[src/rtl/uart_rx_gen.sv]
// Oversampling UART receiver: 2-flop sync, 3-sample majority per bit, optional parity, break detect.
// Word lands in the holding register the cycle after the last stop decision; rts=1 while unqualified or full.
module uart_rx_gen #(
  parameter int CLKS_PER_BIT = 32,
  parameter int DATA_BITS    = 8,
  parameter int PARITY       = 0,
  parameter int STOP_BITS    = 1,
  parameter int IDLE_BITS    = 9
) (
  input  logic                 clk,
  input  logic                 rst_n,
  input  logic                 rx,
  output logic                 rts,
  output logic [DATA_BITS-1:0] data,
  output logic                 data_valid,
  input  logic                 data_ack_n,
  output logic                 parity_err,
  output logic                 frame_err,
  output logic                 overrun,
  output logic                 break_det
);

  localparam int   H        = CLKS_PER_BIT / 2;
  localparam int   IDLE_LEN = IDLE_BITS * CLKS_PER_BIT;
  localparam int   CW       = $clog2(CLKS_PER_BIT);
  localparam int   IW       = $clog2(IDLE_LEN + 1);
  localparam logic ODD      = (PARITY == 2);

  typedef enum logic [2:0] {S_INIT, S_IDLE, S_START, S_DATA, S_PAR, S_STOP} state_t;

  state_t                 state, state_nxt;
  logic                   rx_meta, rx_sync;
  logic [IW-1:0]          idle_cnt;
  logic [CW-1:0]          bit_cnt;
  logic [3:0]             bit_idx;
  logic                   smp0, smp1;
  logic [DATA_BITS-1:0]   shreg;
  logic                   all_zero, par_bad, stop_bad;
  logic                   decide, maj, zero_now, frame_now;
  logic                   deliver, brk;

  always_ff @(posedge clk or negedge rst_n) begin
    if (!rst_n) begin
      rx_meta <= 1'b1;
      rx_sync <= 1'b1;
    end else begin
      rx_meta <= rx;
      rx_sync <= rx_meta;
    end
  end

  assign decide    = (bit_cnt == CW'(H + 1));
  assign maj       = (smp0 & smp1) | (smp0 & rx_sync) | (smp1 & rx_sync);
  // Break and frame status including the bit being decided right now.
  assign zero_now  = all_zero & ~maj;
  assign frame_now = stop_bad | ~maj;

  always_ff @(posedge clk or negedge rst_n) begin
    if (!rst_n) state <= S_INIT;
    else        state <= state_nxt;
  end

  always_comb begin
    state_nxt = state;
    deliver   = 1'b0;
    brk       = 1'b0;
    case (state)
      S_INIT:  if (rx_sync && idle_cnt == IW'(IDLE_LEN - 1)) state_nxt = S_IDLE;
      S_IDLE:  if (!rx_sync) state_nxt = S_START;
      S_START: if (decide) state_nxt = maj ? S_IDLE : S_DATA;
      S_DATA:  if (decide && bit_idx == 4'(DATA_BITS - 1))
                 state_nxt = (PARITY != 0) ? S_PAR : S_STOP;
      S_PAR:   if (decide) state_nxt = S_STOP;
      S_STOP:  if (decide && bit_idx == 4'(STOP_BITS - 1)) begin
                 if (zero_now) begin
                   brk       = 1'b1;
                   state_nxt = S_INIT;
                 end else begin
                   deliver   = 1'b1;
                   state_nxt = frame_now ? S_INIT : S_IDLE;
                 end
               end
      default: state_nxt = S_INIT;
    endcase
  end

  always_ff @(posedge clk or negedge rst_n) begin
    if (!rst_n) begin
      idle_cnt <= '0;
      bit_cnt  <= '0;
      bit_idx  <= '0;
      smp0     <= 1'b0;
      smp1     <= 1'b0;
      shreg    <= '0;
      all_zero <= 1'b0;
      par_bad  <= 1'b0;
      stop_bad <= 1'b0;
    end else begin
      idle_cnt <= (state == S_INIT && rx_sync) ? idle_cnt + 1'b1 : '0;
      // The falling edge seen in IDLE is count 0 of the start bit.
      if (state == S_IDLE)
        bit_cnt <= rx_sync ? '0 : CW'(1);
      else if (state != S_INIT)
        bit_cnt <= (bit_cnt == CW'(CLKS_PER_BIT - 1)) ? '0 : bit_cnt + 1'b1;
      else
        bit_cnt <= '0;
      if (bit_cnt == CW'(H - 1)) smp0 <= rx_sync;
      if (bit_cnt == CW'(H))     smp1 <= rx_sync;
      if (state_nxt != state)
        bit_idx <= '0;
      else if (decide && (state == S_DATA || state == S_STOP))
        bit_idx <= bit_idx + 1'b1;
      if (decide) begin
        case (state)
          S_START: begin
            all_zero <= 1'b1;
            par_bad  <= 1'b0;
            stop_bad <= 1'b0;
          end
          S_DATA: begin
            shreg    <= {maj, shreg[DATA_BITS-1:1]};
            all_zero <= zero_now;
          end
          S_PAR: begin
            par_bad  <= (^shreg) ^ maj ^ ODD;
            all_zero <= zero_now;
          end
          S_STOP: begin
            stop_bad <= frame_now;
            all_zero <= zero_now;
          end
          default: ;
        endcase
      end
    end
  end

  always_ff @(posedge clk or negedge rst_n) begin
    if (!rst_n) begin
      rts        <= 1'b1;
      data       <= '0;
      data_valid <= 1'b0;
      parity_err <= 1'b0;
      frame_err  <= 1'b0;
      overrun    <= 1'b0;
      break_det  <= 1'b0;
    end else begin
      break_det <= brk;
      rts       <= (state == S_INIT) || data_valid;
      if (deliver) begin
        // A coincident ack frees the register, so the new word wins.
        if (!data_valid || !data_ack_n) begin
          data       <= shreg;
          data_valid <= 1'b1;
          parity_err <= par_bad;
          frame_err  <= frame_now;
          overrun    <= 1'b0;
        end else begin
          overrun <= 1'b1;
        end
      end else if (data_valid && !data_ack_n) begin
        data_valid <= 1'b0;
        parity_err <= 1'b0;
        frame_err  <= 1'b0;
        overrun    <= 1'b0;
      end
    end
  end

endmodule

[config.mk]
export PLATFORM = sky130hd
export DESIGN_NAME = uart_rx_gen
export DESIGN_NICKNAME = d
export VERILOG_FILES = /design/src/rtl/uart_rx_gen.sv
export SDC_FILE = /design/constraint.sdc
export NUM_CORES = 1
export LEC_CHECK = 0
export BUFFER_PORTS_ARGS = -buffer_cell sky130_fd_sc_hd__buf_2
export CAP_MARGIN = 20
export CORE_MARGIN = 4
export CORE_UTILIZATION = 45
export CTS_CLUSTER_SIZE = 30
export DETAILED_ROUTE_END_ITERATION = 6
export GPL_TIMING_DRIVEN = 0
export HOLD_SLACK_MARGIN = 0.08
export PLACE_DENSITY_LB_ADDON = 0.3
export SETUP_SLACK_MARGIN = 0.4
export SLEW_MARGIN = 20
export SYNTH_ARGS = -nofsm -noshare
export SYNTH_HDL_FRONTEND = slang
export SYNTH_SLANG_ARGS = --single-unit
[constraint.sdc]
create_clock -name clk -period 1.9 [get_ports clk]
set_input_delay 0.095 -clock clk [delete_from_list [all_inputs] [get_ports clk]]
set_output_delay 0.095 -clock clk [all_outputs]
set_load 0.02 [all_outputs]
Yosys cells after proc, flatten, opt, wreduce, memory -nomap -nowiden
Index checks and enable logic that the tools add are counted.
- multipliers: 0
- shift-type cells: 0
- divide/modulo/power cells: 0
- bitwise gates (word level): 9
- multiplexer cells: 35
- reductions and logical operators: 27
- add/subtract/negate cells: 3
- equality and inequality tests: 13
- $lt $le $gt $ge: 0
- operator list (kind ; number):
    1-bit two-way mux ; 18
    3-bit two-way mux ; 6
    3-bit one-hot mux with 6 select lines ; 1
    5-bit == test (second input constant) ; 3
    5-bit two-way mux ; 3
    2-bit AND reduction ; 6
    2-bit nonzero test ; 5
    9-bit by 1-bit adder with 9-bit output (second input constant) ; 1
    9-bit == test (second input constant) ; 1
    9-bit two-way mux ; 1
    4-bit two-way mux ; 2
    8-bit parity ; 1
    3-bit by 2-bit == test with 1-bit output (second input constant) ; 2
    3-bit == test (second input constant) ; 2
    1-bit logical AND ; 6
    1-bit one-hot mux with 2 select lines ; 3
    5-bit by 1-bit adder with 5-bit output (second input constant) ; 1
    5-bit by 4-bit == test with 1-bit output (second input constant) ; 1
    4-bit by 1-bit adder with 4-bit output (second input constant) ; 1
    1-bit bitwise AND ; 4
    4-bit by 3-bit == test with 1-bit output (second input constant) ; 1
    4-bit zero test ; 1
    3-bit by 1-bit == test with 1-bit output (second input constant) ; 1
    3-bit zero test ; 1
    10 further kinds ; 15
- bits in latches: 0
- memory bits (read-only): 0
- memories: 0
- output and inout port bits: 14
- input port bits: 4
- memory bits (writable): 0
- logic and storage cells: 106
- bits in registers: 50

Longest topological paths before layout
Gate-level depths: netlist (run 1).
- depth after elaboration: 11
- depth in mapped cells: 8
- mapped depth without buffers: 7

Worst setup path before layout (run 1)
No wires, ideal clock.
- path type: register -> register
- from: register bit_cnt[1]
- to: register data[0]
- library setup time: 0.125 ns
- clock period less this slack: 1.922 ns
- arrival time: 1.797 ns
- data required time: 1.775 ns
- stages on the path, launching flop included: 9
- slack: -0.022 ns
- buffers on the path: 1
- cells stage by stage: dfrtp_1 > inv_1 > ha_1 > nor4bb_1 > buf_4 > nand4_4 > a211oi_4 > nand2_4 > mux2_2
- word-level cells in the longest chain between the ends: 5
- ends and longest elaborated chain (element ; line ; RTL):
    start, declared ; 34 ; logic [CW-1:0] bit_cnt;
    start signal, assigned ; 102 ; bit_cnt <= rx_sync ? '0 : CW'(1);
    start signal, assigned ; 104 ; bit_cnt <= (bit_cnt == CW'(CLKS_PER_BIT - 1)) ? '0 : bit_cnt + 1'b1;
    5-bit == test ; 52 ; assign decide = (bit_cnt == CW'(H + 1));
    1-bit logical AND ; 74 ; S_STOP: if (decide && bit_idx == 4'(STOP_BITS - 1)) begin
    1-bit two-way mux ; 74 ;
    1-bit two-way mux ; 67 ; case (state)
    2-bit AND reduction (no source line) ; n/a ;
    end signal, assigned ; 153 ; data <= shreg;
    end, declared ; 14 ; output logic [DATA_BITS-1:0] data,
No other way between the ends.
A chain may end at the register's enable or synchronous reset.

Worst setup path after layout (run 1)
- from: register bit_cnt[1]
- to: register data[4]
The elaborated chain is that of the path after synthesis.

==> results.yml, run 1 <==
sta:
  fmax_ghz: 0.5081
  slew_headroom_pct: 58.20
  finalHoldViolations: 0
  worst_slew_pin_slew_ns: 0.6270
  rsz0062_at_grt: "yes"
  worst_slack_ns: -0.06816
  finalCritPeriodShare_pct: 103.6
  drv_slew: 0
  setup-violations-final: 20
  tns_ns: -0.5418
  fin_skew_ns: 0.006425
  post-route-min-period_ns: 1.968
place:
  place_inst: 299
  io_buffers: 17
  pre_cts_slack_ns: -0.3013
  place.gp.congestion: 0.8001
  dp.final_hpwl_um: 2908
critical_path:
  crit_family: "buffers and inverters"
  critPathBufInv: 3
  cp_max_fo: 6
  timing.critical_path.to_type: "register"
  reg2regPathDepth: 9
  cp.arrival_ns: 2.17
  cp_cell_sequence: "inv_2 > ha_4 > nor4bb_4 > buf_4 > nand4_4 > a211oi_4 > buf_6 > nand2_8 > mux2_4"
  r2r_slack_ns: -0.07
  r2r_start: "bit_cnt[1]"
  slowest_delay_ns: 0.40
  worstPathRequired_ns: 2.10
  worstSetupPathType: "register to register"
  start_kind: "register"
  cp_slowest_cell: "dfrtp_1"
  startpoint: "bit_cnt[1]"
  reg2reg_to: "data[4]"
detailed_routing:
  drtAntennaViolNets: 0
  drt_iter0_markers: 50
  route.detailed.drc: 0
  routed_via_density: 5.309
  dr_total_vias: 1768
  routed_wl_um: 5039
  wl_per_cell_um: 15.13
  drt_first_pass_iters: 4
cells_and_area:
  syn2layout_area_growth_pct: 29.73
  mostFrequentLayoutCell: "dfrtp_1"
  final_layout_size_suffix_gt1_share_pct: 41.44
  num-nets-final: 274
  instances_no_fill: 333
  antennaDiodeCount: 0
  layout_common_cells: "dfrtp_1 (47), buf_4 (19), buf_2 (17)"
  nFillCells: 400
floorplanning:
  fp.dieH_um: 81.71
  start_util_pct: 47.27
  fp-row-count: 26
  die_area_mm2: 0.006677
  core_mm2: 0.005172
  num_io_pins: 18
  die_w_um: 81.71
cts:
  htreeDepth: 2
  cts_tree: "yes"
  numCtsBuffers: 5
  clk_path_buf_depth: 2
  clock_sinks: 50
  clock_latency_ns: 0.31
  cts.reportedPaths.clkPinSlew_ns: 0.09
  ctsRootBufferMaster: "clkbuf_8"
global_routing:
  grt_use_total_pct: 16.33
  grt_max_degree: 51
  grt_first_pass_wirelength_um: 8293
  antenna_found_initial: 0
  grt_overflow: 0
  grt_pass1_vias: 1769
logic_synthesis:
  syn_inst: 212
  async_flop_share_pct: 100.0
  ys_types: 51
  syn_area_mm2: 0.002445
  synth-edff-count: 0
  avgSynthCellArea_um2: 11.53
  ys_warn_count: 0
  ys_dominant_reg_cell: "dfrtp_1"
  synth_seq_cells: 50
  ys_seq_area_share_pct: 51.33
  syn_nets: 224
status:
  violations: "negative setup slack"
  outcome: "complete, but fails checks"
worst_hold_path:
  hp-class: "input pin to async pin"
run:
  maxCapViolations: 0
pwr:
  irDropWorstVdd_v: 0.0003095
  p_total_w: 0.001887
  powerDensity_mw_per_mm2: 594.8
  p_leak_nw: 1.470
Yosys cell counts (2+ instances only):
cell type / number / area share [%]
o2bb2ai_1: 2 / 0.72
inv_1: 7 / 1.1
nor2b_1: 2 / 0.51
nor2_1: 17 / 2.6
dfrtp_1: 47 / 48
mux2_2: 17 / 7.8
xor2_1: 9 / 3.2
ha_1: 8 / 4.1
buf_2: 2 / 0.41
and3_1: 4 / 1.0
clkbuf_1: 2 / 0.31
o21ai_0: 5 / 1.0
or2_2: 2 / 0.51
xnor2_1: 10 / 3.6
mux2i_1: 3 / 1.2
nand2b_1: 4 / 1.0
nand3_1: 9 / 1.8
or3_1: 2 / 0.51
and4_1: 2 / 0.72
dfstp_2: 3 / 3.2
nand4_1: 2 / 0.51
o21ai_1: 2 / 0.41
nand2_1: 12 / 1.8
o221ai_1: 3 / 1.1
nor3_1: 10 / 2.0
where the power goes:
part	internal, W	switching, W
clock	0.000392	0.000363
combinational	0.0000204	0.0000349
sequential	0.00107	0.00000462
layer usage:
metal	GRT usage (%)	vias up	wire [um]
met5	0	-	0
met4	6.811	0	85
met3	4.386	8	203
met2	25.33	34	2490
met1	21.65	869	2259
li1	-	857	-
registers in the layout, summed over array words and instances (netlist names), 3 cells and up:
register,count
bit_idx,4
idle_cnt,9
state,3
data,8
bit_cnt,5
shreg,8
cell families (layout without fill, tap and decap cells):
family	count (synthesis)	after routing	share of synthesized area (%)
XOR/XNOR	20	20	7.728
buffers and inverters	13	63	2.303
adder cells (fa/ha/maj)	9	9	4.555
AND/OR/NAND/NOR	76	77	17.55
flip-flops	50	50	51.33
multiplexers	20	20	9.058
AO/OA/AOI/OAI	24	24	7.473
timing repair:
action	4_1_cts	5_1_grt
cloned	1	0
buffers inserted	17	5
endpoints found under the setup margin	31	43
resized for setup	35	19
pin swaps	12	10
hold endpoints to repair	49	0
hold buffers	3	0
layout make-up:
cell class / instances / area (um2) / share of cell area (%)
inverter: 7 / 26.28 / 0.8284
multi-input combinational: 150 / 1349 / 42.52
sequential: 50 / 1255 / 39.57
clock inverter: 3 / 45.04 / 1.420
tap: 70 / 87.58 / 2.761
timing repair buffer: 42 / 301.5 / 9.507
buffer: 6 / 38.79 / 1.223
clock buffer: 5 / 68.82 / 2.170
metrics by stage:
stage                     hold WS (ns)  utilization, %  instance area, um2
final                           0.3525           61.32                3172
after detailed placement        0.2037           50.73                2624
after CTS                       0.3625           59.19                3062
after floorplan                -0.2006               -                2451
after global placement          0.2009           50.73                2624
after global routing            0.3692           61.32                3172
worst max-delay path by stage:
stage,to,cells past startpoint
4_1_cts,data[4],9
5_1_grt,data[4],9
2_1_floorplan,data[0],8
3_3_place_gp,data[6],8
6_report,data[4],9
3_5_place_dp,data[0],8
Note: power is estimated with default switching activity, not from simulation.
==> run 2, diff against run 1 <==
CORE_UTILIZATION = 30   (was 45)
==> run 2 against run 1 <==
  * The flow still finishes with violations (negative setup slack)
  * Flip-flop and latch count is the same
  * Clock power grew 4.1%
  * Design area grew 1.3%
  * Setup slack gained 0.037 ns
  * Clock skew grew 0.0042 ns
  * Register-to-register slack gained 0.04 ns
  * Die area grew 45%
  * Maximum frequency grew 1.9%
  * Wire length shrank 2.5%
  * First-iteration DRC count grew 64%
  * Largest cell class unchanged
  * Highest routed layer unchanged
==> results.yml, run 2 (synthesis results as in run 1) <==
pwr:
  pwr-share-comb_pct: 2.6
  clkPwrFrac_pct: 41.0
  irDropWorstVdd_v: 0.0002778
  power.switching_w: 0.0004224
  p_total_w: 0.001914
  p_leak_nw: 1.457
  powerDensity_mw_per_mm2: 595.8
  seq_power_share_pct: 56.4
  p_int_w: 0.001491
  swShare_pct: 22.07
floorplanning:
  core_mm2: 0.007807
  die_w_um: 98.28
  fp-row-count: 32
  die_area_mm2: 0.009658
  start_util_pct: 31.31
  fp.dieH_um: 98.28
  num_io_pins: 18
critical_path:
  cp_slowest_cell: "dfrtp_1"
  worstPathRequired_ns: 2.13
  slowest_delay_ns: 0.43
  crit_family: "compound AO/OA/AOI/OAI gates"
  cp.arrival_ns: 2.16
  cp_cell_sequence: "ha_4 > nor4bb_4 > buf_4 > buf_4 > buf_8 > nand2b_4 > o221ai_2 > a211o_4 > nor3_4"
  critPathBufInv: 3
  start_kind: "register"
  worstSetupPathType: "register to register"
  timing.critical_path.to_type: "register"
  cp_max_fo: 4
  path_common_cell: "buf_4"
  reg2regPathDepth: 9
  worstSetupPathDepth: 9
sta:
  worst_slew_pin_slew_ns: 0.6227
  slew_headroom_pct: 58.49
  post-route-min-period_ns: 1.931
  finalHoldViolations: 0
  fin_skew_ns: 0.01058
  finalCritPeriodShare_pct: 101.7
  setup-violations-final: 4
  worst_slack_ns: -0.03144
  tns_ns: -0.06072
  rsz0062_at_grt: "yes"
  drv_slew: 0
  fmax_ghz: 0.5177
cells_and_area:
  seq_area_mm2: 0.001256
  final_layout_size_suffix_gt1_share_pct: 42.31
  antennaDiodeCount: 0
  num-nets-final: 271
  instances_no_fill: 362
  multi_input_area_mm2: 0.001363
  mostFrequentLayoutCell: "dfrtp_1"
  top_regs: "idle_cnt x9, data x8, shreg x8"
  layout_common_cells: "dfrtp_1 (46), buf_2 (17), buf_4 (16)"
  nFillCells: 737
  fin_area_mm2: 0.003212
  top_register: "idle_cnt"
  syn2layout_area_growth_pct: 31.37
  largest_reg_flops: 9
detailed_routing:
  routed_wl_um: 4915
  drtAntennaViolNets: 0
  wl_per_cell_um: 13.58
  dr_total_vias: 1765
  route.detailed.drc: 0
  routed_via_density: 4.876
  drt_iter0_markers: 82
  drt_first_pass_iters: 4
run:
  maxCapViolations: 0
worst_hold_path:
  hp-class: "input pin to async pin"
place:
  place_area_mm2: 0.002666
  place.gp.congestion: 0.7921
  place_inst: 331
  dp.final_hpwl_um: 3131
  io_buffers: 17
  pre_cts_slack_ns: -0.2331
cts:
  htreeDepth: 2
  cts.reportedPaths.clkPinSlew_ns: 0.10
  clock_sinks: 50
  numCtsBuffers: 5
  clock_latency_ns: 0.31
  ctsRootBufferMaster: "clkbuf_8"
  cts_tree: "yes"
  clk_path_buf_depth: 2
global_routing:
  grt_pass1_vias: 1744
  antenna_found_initial: 0
  grt_first_pass_wirelength_um: 8162
  grt_max_degree: 51
  grt_overflow: 0
  grt_use_total_pct: 10.30
status:
  outcome: "complete, but fails checks"
  violations: "negative setup slack"
==> run 2: cell types whose count changed in the layout (fill, tap and decap cells not counted), sizes merged <==
cell      previous run  this run
clkinvlp             2         1
nand3                9        10
inv                  7         8
buf                 42        39
nand2               14        13
==> run 2: path summary, 6_finish.rpt <==
kind / from / slack [ns] / endpoint
max reg2reg: bit_cnt[0] / -0.03 / bit_idx[1]
max: bit_cnt[0] / -0.03 / bit_idx[1]
min in group clk: rx_meta / 0.36 / rx_sync
min reg2reg: rx_meta / 0.36 / rx_sync
max in group asynchronous: rst_n / 1.11 / smp1
min: rst_n / 0.34 / data[1]
==> run 2: layout make-up <==
class / instances / share of cell area [%]
sequential: 50 / 39.11
buffer: 6 / 1.208
timing repair buffer: 39 / 8.804
tap: 102 / 3.973
inverter: 7 / 0.8181
clock buffer: 5 / 2.143
clock inverter: 3 / 1.519
multi-input combinational: 150 / 42.42
==> run 2: worst register-to-register path, delay by kind of cell, from the launching register on <==
kind,cells,cell delay (ns)
AOI/OAI and AO/OA,2,0.52
DFF,1,0.43
buffers and inverters,3,0.41
and+or+nand+nor,3,0.33
adders and majority gates,1,0.17
==> run 2: per-layer routing <==
layer | part of all wire (%) | up-vias | track usage [%]
met5 | 0 | - | 0
met1 | 47 | 878 | 13.59
li1 | - | 852 | -
met4 | 1.5 | 0 | 3.466
met3 | 3.4 | 10 | 2.571
met2 | 48 | 25 | 16.60
==> run 2: what timing repair did <==
item / in CTS / in global routing
pin swaps: 4 / 12
endpoints found under the hold margin: 49 / 0
endpoints found under the setup margin: 36 / 45
hold buffers: 3 / 0
buffers inserted: 14 / 5
cloned: 1 / 0
gates resized for setup: 28 / 31
==> run 2: power by group through the flow <==
stage / clock network, W / registers, W / logic, W
CTS: 0.000806 / 0.00108 / 0.0000491
floorplan: 0 / 0.00110 / 0.0000141
detailed placement: 0 / 0.00110 / 0.0000438
finish: 0.000785 / 0.00108 / 0.0000496
global placement: 0 / 0.00110 / 0.0000429
global route: 0.000855 / 0.00108 / 0.0000587
==> run 2: metrics by stage <==
stage	hold WS [ns]	utilization [%]
floorplan	-0.2006	-
global placement	0.2035	34.12
detailed placement	0.1671	34.15
CTS	0.3617	39.05
global route	0.3709	41.14
finish	0.3435	41.14
